File: src/rtl/mem_arbiter_if.sv
// Bundle of requester-side and memory-controller-side signals of mem_arbiter.
// The slave modport is the arbiter's view; master is the environment's view.
interface mem_arbiter_if;
    localparam int unsigned AW = 32;
    localparam int unsigned DW = 32;
    localparam int unsigned SW = 3;

    logic          req0;
    logic          req1;
    logic [AW-1:0] addr0;
    logic [AW-1:0] addr1;
    logic [DW-1:0] wdata0;
    logic [DW-1:0] wdata1;
    logic          we0;
    logic          we1;
    logic [SW-1:0] size0;
    logic [SW-1:0] size1;
    logic          ack0;
    logic          ack1;
    logic [DW-1:0] rdata0;
    logic [DW-1:0] rdata1;
    logic [AW-1:0] mem_addr;
    logic [DW-1:0] mem_wdata;
    logic          mem_read;
    logic          mem_write;
    logic [SW-1:0] mem_size;
    logic [DW-1:0] mem_rdata;
    logic          busy;
    logic          gnt;

    modport slave (
        input  req0, req1, addr0, addr1, wdata0, wdata1, we0, we1, size0, size1, mem_rdata,
        output ack0, ack1, rdata0, rdata1, mem_addr, mem_wdata, mem_read, mem_write,
               mem_size, busy, gnt
    );

    modport master (
        output req0, req1, addr0, addr1, wdata0, wdata1, we0, we1, size0, size1, mem_rdata,
        input  ack0, ack1, rdata0, rdata1, mem_addr, mem_wdata, mem_read, mem_write,
               mem_size, busy, gnt
    );
endinterface

File: src/rtl/mem_arbiter.sv
// Two-port round-robin arbiter sharing the memory controller between fetch (port 0)
// and load/store (port 1); one transaction at a time, registered read data and ack.
module mem_arbiter #(
    parameter int unsigned READ_LAT = 1
) (
    input  logic          clk,
    input  logic          rst_n,
    mem_arbiter_if.slave  bus
);
    localparam int unsigned AW    = 32;
    localparam int unsigned DW    = 32;
    localparam int unsigned SW    = 3;
    localparam int unsigned CNT_W = 3;

    typedef enum logic [1:0] {IDLE, ACCESS, RESP} state_t;

    state_t            state_q, state_d;
    logic [AW-1:0]     addr_q, addr_d;
    logic [DW-1:0]     wdata_q, wdata_d;
    logic              we_q, we_d;
    logic [SW-1:0]     size_q, size_d;
    logic              gnt_q, gnt_d;
    logic              last_gnt_q, last_gnt_d;
    logic [CNT_W-1:0]  cnt_q, cnt_d;
    logic [DW-1:0]     rdata0_q, rdata0_d;
    logic [DW-1:0]     rdata1_q, rdata1_d;
    logic              win_c;
    logic              rd_done_c;

    // On a tie the port that did not win last time is chosen.
    always_comb begin
        win_c     = (bus.req0 && bus.req1) ? ~last_gnt_q : bus.req1;
        rd_done_c = (cnt_q == CNT_W'(READ_LAT));
    end

    always_ff @(posedge clk or negedge rst_n) begin
        if (!rst_n) state_q <= IDLE;
        else        state_q <= state_d;
    end

    always_comb begin
        state_d = state_q;
        case (state_q)
            IDLE:    if (bus.req0 || bus.req1) state_d = ACCESS;
            ACCESS:  if (we_q || rd_done_c)    state_d = RESP;
            RESP:    state_d = IDLE;
            default: state_d = IDLE;
        endcase
    end

    // Hold registers are loaded only at grant, so mem_* ignore requester inputs afterwards.
    always_comb begin
        addr_d     = addr_q;
        wdata_d    = wdata_q;
        we_d       = we_q;
        size_d     = size_q;
        gnt_d      = gnt_q;
        last_gnt_d = last_gnt_q;
        cnt_d      = cnt_q;
        rdata0_d   = rdata0_q;
        rdata1_d   = rdata1_q;
        case (state_q)
            IDLE: begin
                if (bus.req0 || bus.req1) begin
                    gnt_d      = win_c;
                    last_gnt_d = win_c;
                    cnt_d      = '0;
                    addr_d     = win_c ? bus.addr1  : bus.addr0;
                    wdata_d    = win_c ? bus.wdata1 : bus.wdata0;
                    we_d       = win_c ? bus.we1    : bus.we0;
                    size_d     = win_c ? bus.size1  : bus.size0;
                end
            end
            ACCESS: begin
                if (!we_q) begin
                    cnt_d = cnt_q + CNT_W'(1);
                    if (rd_done_c) begin
                        if (gnt_q) rdata1_d = bus.mem_rdata;
                        else       rdata0_d = bus.mem_rdata;
                    end
                end
            end
            default: ;
        endcase
    end

    always_ff @(posedge clk or negedge rst_n) begin
        if (!rst_n) begin
            addr_q     <= '0;
            wdata_q    <= '0;
            we_q       <= 1'b0;
            size_q     <= '0;
            gnt_q      <= 1'b0;
            last_gnt_q <= 1'b1;
            cnt_q      <= '0;
            rdata0_q   <= '0;
            rdata1_q   <= '0;
        end else begin
            addr_q     <= addr_d;
            wdata_q    <= wdata_d;
            we_q       <= we_d;
            size_q     <= size_d;
            gnt_q      <= gnt_d;
            last_gnt_q <= last_gnt_d;
            cnt_q      <= cnt_d;
            rdata0_q   <= rdata0_d;
            rdata1_q   <= rdata1_d;
        end
    end

    // Strobes and acks decode registered state only; async reset clears them at once.
    always_comb begin
        bus.mem_read  = (state_q == ACCESS) && !we_q;
        bus.mem_write = (state_q == ACCESS) &&  we_q;
        bus.ack0      = (state_q == RESP) && !gnt_q;
        bus.ack1      = (state_q == RESP) &&  gnt_q;
        bus.busy      = (state_q != IDLE);
        bus.gnt       = gnt_q;
        bus.mem_addr  = addr_q;
        bus.mem_wdata = wdata_q;
        bus.mem_size  = size_q;
        bus.rdata0    = rdata0_q;
        bus.rdata1    = rdata1_q;
    end
endmodule
File: src/flat_wrapper.sv
// flat-port wrapper written by rule: the top's interface ports become plain ports
module mem_arbiter_flat 
#(
    parameter int unsigned READ_LAT = 1
)
  (clk, rst_n, bus_req0, bus_req1, bus_addr0, bus_addr1, bus_wdata0, bus_wdata1, bus_we0, bus_we1, bus_size0, bus_size1, bus_mem_rdata, bus_ack0, bus_ack1, bus_rdata0, bus_rdata1, bus_mem_addr, bus_mem_wdata, bus_mem_read, bus_mem_write, bus_mem_size, bus_busy, bus_gnt);
  mem_arbiter_if bus_i ();
  input  logic clk;
  input  logic rst_n;
  input wire logic [$bits(bus_i.req0)-1:0] bus_req0;
  input wire logic [$bits(bus_i.req1)-1:0] bus_req1;
  input wire logic [$bits(bus_i.addr0)-1:0] bus_addr0;
  input wire logic [$bits(bus_i.addr1)-1:0] bus_addr1;
  input wire logic [$bits(bus_i.wdata0)-1:0] bus_wdata0;
  input wire logic [$bits(bus_i.wdata1)-1:0] bus_wdata1;
  input wire logic [$bits(bus_i.we0)-1:0] bus_we0;
  input wire logic [$bits(bus_i.we1)-1:0] bus_we1;
  input wire logic [$bits(bus_i.size0)-1:0] bus_size0;
  input wire logic [$bits(bus_i.size1)-1:0] bus_size1;
  input wire logic [$bits(bus_i.mem_rdata)-1:0] bus_mem_rdata;
  output wire logic [$bits(bus_i.ack0)-1:0] bus_ack0;
  output wire logic [$bits(bus_i.ack1)-1:0] bus_ack1;
  output wire logic [$bits(bus_i.rdata0)-1:0] bus_rdata0;
  output wire logic [$bits(bus_i.rdata1)-1:0] bus_rdata1;
  output wire logic [$bits(bus_i.mem_addr)-1:0] bus_mem_addr;
  output wire logic [$bits(bus_i.mem_wdata)-1:0] bus_mem_wdata;
  output wire logic [$bits(bus_i.mem_read)-1:0] bus_mem_read;
  output wire logic [$bits(bus_i.mem_write)-1:0] bus_mem_write;
  output wire logic [$bits(bus_i.mem_size)-1:0] bus_mem_size;
  output wire logic [$bits(bus_i.busy)-1:0] bus_busy;
  output wire logic [$bits(bus_i.gnt)-1:0] bus_gnt;
  assign bus_i.req0 = bus_req0;
  assign bus_i.req1 = bus_req1;
  assign bus_i.addr0 = bus_addr0;
  assign bus_i.addr1 = bus_addr1;
  assign bus_i.wdata0 = bus_wdata0;
  assign bus_i.wdata1 = bus_wdata1;
  assign bus_i.we0 = bus_we0;
  assign bus_i.we1 = bus_we1;
  assign bus_i.size0 = bus_size0;
  assign bus_i.size1 = bus_size1;
  assign bus_i.mem_rdata = bus_mem_rdata;
  assign bus_ack0 = bus_i.ack0;
  assign bus_ack1 = bus_i.ack1;
  assign bus_rdata0 = bus_i.rdata0;
  assign bus_rdata1 = bus_i.rdata1;
  assign bus_mem_addr = bus_i.mem_addr;
  assign bus_mem_wdata = bus_i.mem_wdata;
  assign bus_mem_read = bus_i.mem_read;
  assign bus_mem_write = bus_i.mem_write;
  assign bus_mem_size = bus_i.mem_size;
  assign bus_busy = bus_i.busy;
  assign bus_gnt = bus_i.gnt;
  mem_arbiter #(.READ_LAT(READ_LAT)) u_core (.clk(clk), .rst_n(rst_n), .bus(bus_i));
endmodule
File: config.mk
export PLATFORM = sky130hd
export DESIGN_NAME = mem_arbiter_flat
export DESIGN_NICKNAME = d
export VERILOG_FILES = /design/src/rtl/mem_arbiter_if.sv /design/src/rtl/mem_arbiter.sv /design/src/flat_wrapper.sv
export SDC_FILE = /design/constraint.sdc
export NUM_CORES = 1
export LEC_CHECK = 0
export CAP_MARGIN = 25
export CELL_PAD_IN_SITES_DETAIL_PLACEMENT = 0
export CELL_PAD_IN_SITES_GLOBAL_PLACEMENT = 2
export CORE_ASPECT_RATIO = 1.75
export CORE_MARGIN = 5
export CORE_UTILIZATION = 22
export DETAILED_ROUTE_END_ITERATION = 10
export GPL_TIMING_DRIVEN = 1
export PLACE_DENSITY = 0.85
export SKIP_CTS_REPAIR_TIMING = 1
export SLEW_MARGIN = 20
export SYNTH_ARGS = -nofsm -noshare
export SYNTH_HDL_FRONTEND = slang
export SYNTH_SLANG_ARGS = --single-unit
File: constraint.sdc
create_clock -name clk -period 1.95 [get_ports clk]
set_input_delay 0.195 -clock clk [delete_from_list [all_inputs] [get_ports clk]]
set_output_delay 0.195 -clock clk [all_outputs]
set_load 0.02 [all_outputs]
==> qor.csv <==
metric,value,unit
final_layout_size_suffix_gt1_share,16.7,%
synth_most_common_cell,dfrtp_1,
power,17.0,mW
finalCritPeriodShare,93.6,%
grtUsageTotal,14.3,%
synth_area_leader_cell,dfrtp_1,
timing.rr.start,u_core.state_q[1],
grt_pass1_wl,34.2,mm
slowest_stage,or3b_1,
crit_type,reg -> out,
cts_tree,built,
p_leak,4.36,nW
hp-class,in -> async,
fin_crit,1830,ps
cp_cell_sequence,"or3b_1, inv_6, dlymetal6s2s_1",
clock_latency,420,ps
ys_warn_count,0,
synth.avg_cell_area,12.8,µm²
arrival,1630,ps
ys_seq_area_share,56.4,%
dp_cells,1149,
postRouteAntennaNets,0,
syn2layout_area_growth,69.9,%
power.switching,6.16,mW
drtIter0Drc,135,
nFillCells,2768,
vias,5174,
die_area,0.0316,mm²
p_seq_share,29.8,%
globalplace.congestion,0.768,
post-route-util,37.6,%
layout_setup_ws,124,ps
synth_area,0.00617,mm²
worstRegToRegCells,5,
cts_buffer_depth,2,
io_pins,309,
final_nets,970,
port_buffers,308,
die_h,232,µm
yosysTopAreaCellShare,55.9,%
drtPass1Iterations,4,
final.setup_skew,5.58,ps
initial_utilization,22.1,%
slew_headroom,74.0,%
combPwrFrac,50.9,%
cap_viol_max_count,0,
regArea,0.00348,mm²
drv_slew,0,
synth_area_leaders,"dfrtp_1 (56%), a2bb2oi_1 (9.6%), a211oi_1 (8.3%)",
vdd_drop_max,0.666,mV
rsz0062_at_grt,no,
reg2reg_to,u_core.bus.rdata1[15],
first_global_vias,5701,
grt_max_degree,47,
antenna_found_initial,1,
worst-path-buf-inv,2,
fin_cells,1182,
hold_viol,0,
clkSlewWorstSetupHoldPaths,60,ps
drc,0,
die-width,137,µm
sw_frac_of_total,36.2,%
worst-path-max-fanout,6,
synthTopCellsByCount,"dfrtp_1 (138), a211oi_1 (68), a2bb2oi_1 (68), nand2_1 (68), clkbuf_1 (34)",
tns,0,ps
cts.sinks,139,
synth.distinct_cells,30,
status,finished clean,
wl,22.2,mm
required,1750,ps
synthArstFlopShare,100,%
num_rows,81,
cts_root_buffer,clkbuf_16,
vias_per_cell,4.38,
dp_slack,128,ps
synth-edff-count,0,
avgRoutedWirePerCell,18.8,µm
cp_top_family,simple AND/OR/NAND/NOR gates,
crit_path_end_kind,output port,
crit_path_start_kind,flip-flop,
multi_input_comb_area,0.00243,mm²
htreeDepth,4,
detailed_place_hpwl,16.8,mm
critPathMaxStageDelay,470,ps
rrSetupSlack,130,ps
tightest_slew,390,ps
syn_nets,657,
fmax,548,MHz
synth_seq_cells,139,
ys.flop_type,dfrtp_1,
grt_overflow_total,0,
core-area,0.0279,mm²
internal_power,10.9,mW
p_clk_share,19.4,%
power.density,1620,mW/mm²
numCtsBuffers,17,
syn_inst,483,
setup_violations,0,
how the worst max path moves through the flow:
stage / start / end / slack, ps / cells past startpoint
6_report: u_core.state_q[1] / bus_mem_read / 120 / 3
5_1_grt: u_core.state_q[1] / bus_mem_read / 30 / 3
4_1_cts: u_core.state_q[1] / bus_mem_read / -310 / 3
3_5_place_dp: u_core.state_q[1] / u_core.bus.rdata1[22] / 130 / 5
3_3_place_gp: u_core.state_q[1] / u_core.bus.rdata1[21] / 160 / 5
2_1_floorplan: u_core.state_q[1] / u_core.bus.rdata1[0] / 120 / 7
metrics by stage:
step                      hold slack, ps  cell area, µm²
final                                240           10500
after global routing                 241           10500
after CTS                           -350           10500
after detailed placement             133            9870
after global placement               126            9870
after floorplan                     -101            6170
layout make-up:
cell class | count | area share (%)
timing repair buffer | 339 | 33.3
clock buffer | 20 | 4.26
antenna | 1 | 0.0239
clock inverter | 11 | 1.37
multi-input combinational | 296 | 23.2
tap | 373 | 4.45
inverter | 3 | 0.155
sequential | 139 | 33.2
power groups by stage:
| stage | clock [mW] | combinational (mW) | sequential (mW) |
|---|---|---|---|
| final | 3.30 | 8.66 | 5.06 |
| after global routing | 3.57 | 9.18 | 5.27 |
| after CTS | 3.44 | 8.83 | 5.07 |
| after floorplan | 0 | 2.89 | 6.65 |
| after global placement | 0 | 8.74 | 5.07 |
| after detailed placement | 0 | 8.83 | 5.08 |
kinds of logic (layout without fill, tap and decap cells):
| logic type | after synthesis | count (layout) | synth area share (%) |
|---|---|---|---|
| fa+ha+maj | 2 | 2 | 0.405 |
| mux | 65 | 65 | 13.7 |
| other cells | 0 | 1 | 0 |
| flops | 139 | 139 | 56.4 |
| buf+inv | 48 | 373 | 4.60 |
| compound gates | 147 | 147 | 19.0 |
| simple gates | 82 | 82 | 6.00 |
sequential cells by signal (all words and copies together), names as in the netlist:
| name | count |
|---|---|
| u_core.bus.gnt | 1 |
| u_core.bus.mem_addr | 32 |
| u_core.bus.mem_size | 3 |
| u_core.bus.mem_wdata | 32 |
| u_core.bus.rdata0 | 32 |
| u_core.bus.rdata1 | 32 |
| u_core.cnt_q | 3 |
| u_core.last_gnt_q | 1 |
| u_core.state_q | 2 |
| u_core.we_q | 1 |
layout by cell type (no fill, tap or decap), types with 2 or more instances in the layout:
cell type,synthesis,routed
clkinv_2,0,4
bufinv_16,0,3
buf_12,4,13
clkbuf_16,0,17
dlymetal6s2s_1,0,5
buf_4,0,17
or2_2,2,2
nor2_4,0,2
inv_6,1,3
mux2_2,31,31
clkbuf_1,34,2
nand2_1,68,68
mux2_1,3,3
and3b_2,2,2
inv_1,2,2
mux2_4,30,30
nor3b_1,2,2
clkdlybuf4s50_1,0,302
a2bb2oi_1,68,68
dfrtp_1,138,138
o21ai_0,7,7
ha_1,2,2
a211oi_1,68,68
worst reg2reg max path, cell delays in order, from the launching register on:
cell and delay [ps]:
dfrtp_1 410, or3b_1 470, inv_6 90, and3_4 230
buf_12 180, mux2_4 310
layer usage:
metal	track usage, %	share of wire [%]	vias up
li1	-	-	2425
met1	15.2	36	2542
met2	26.1	55	181
met3	4.04	6.4	26
met4	5.83	2.3	0
met5	0	0	-
Note: power is estimated with default switching activity, not from simulation.
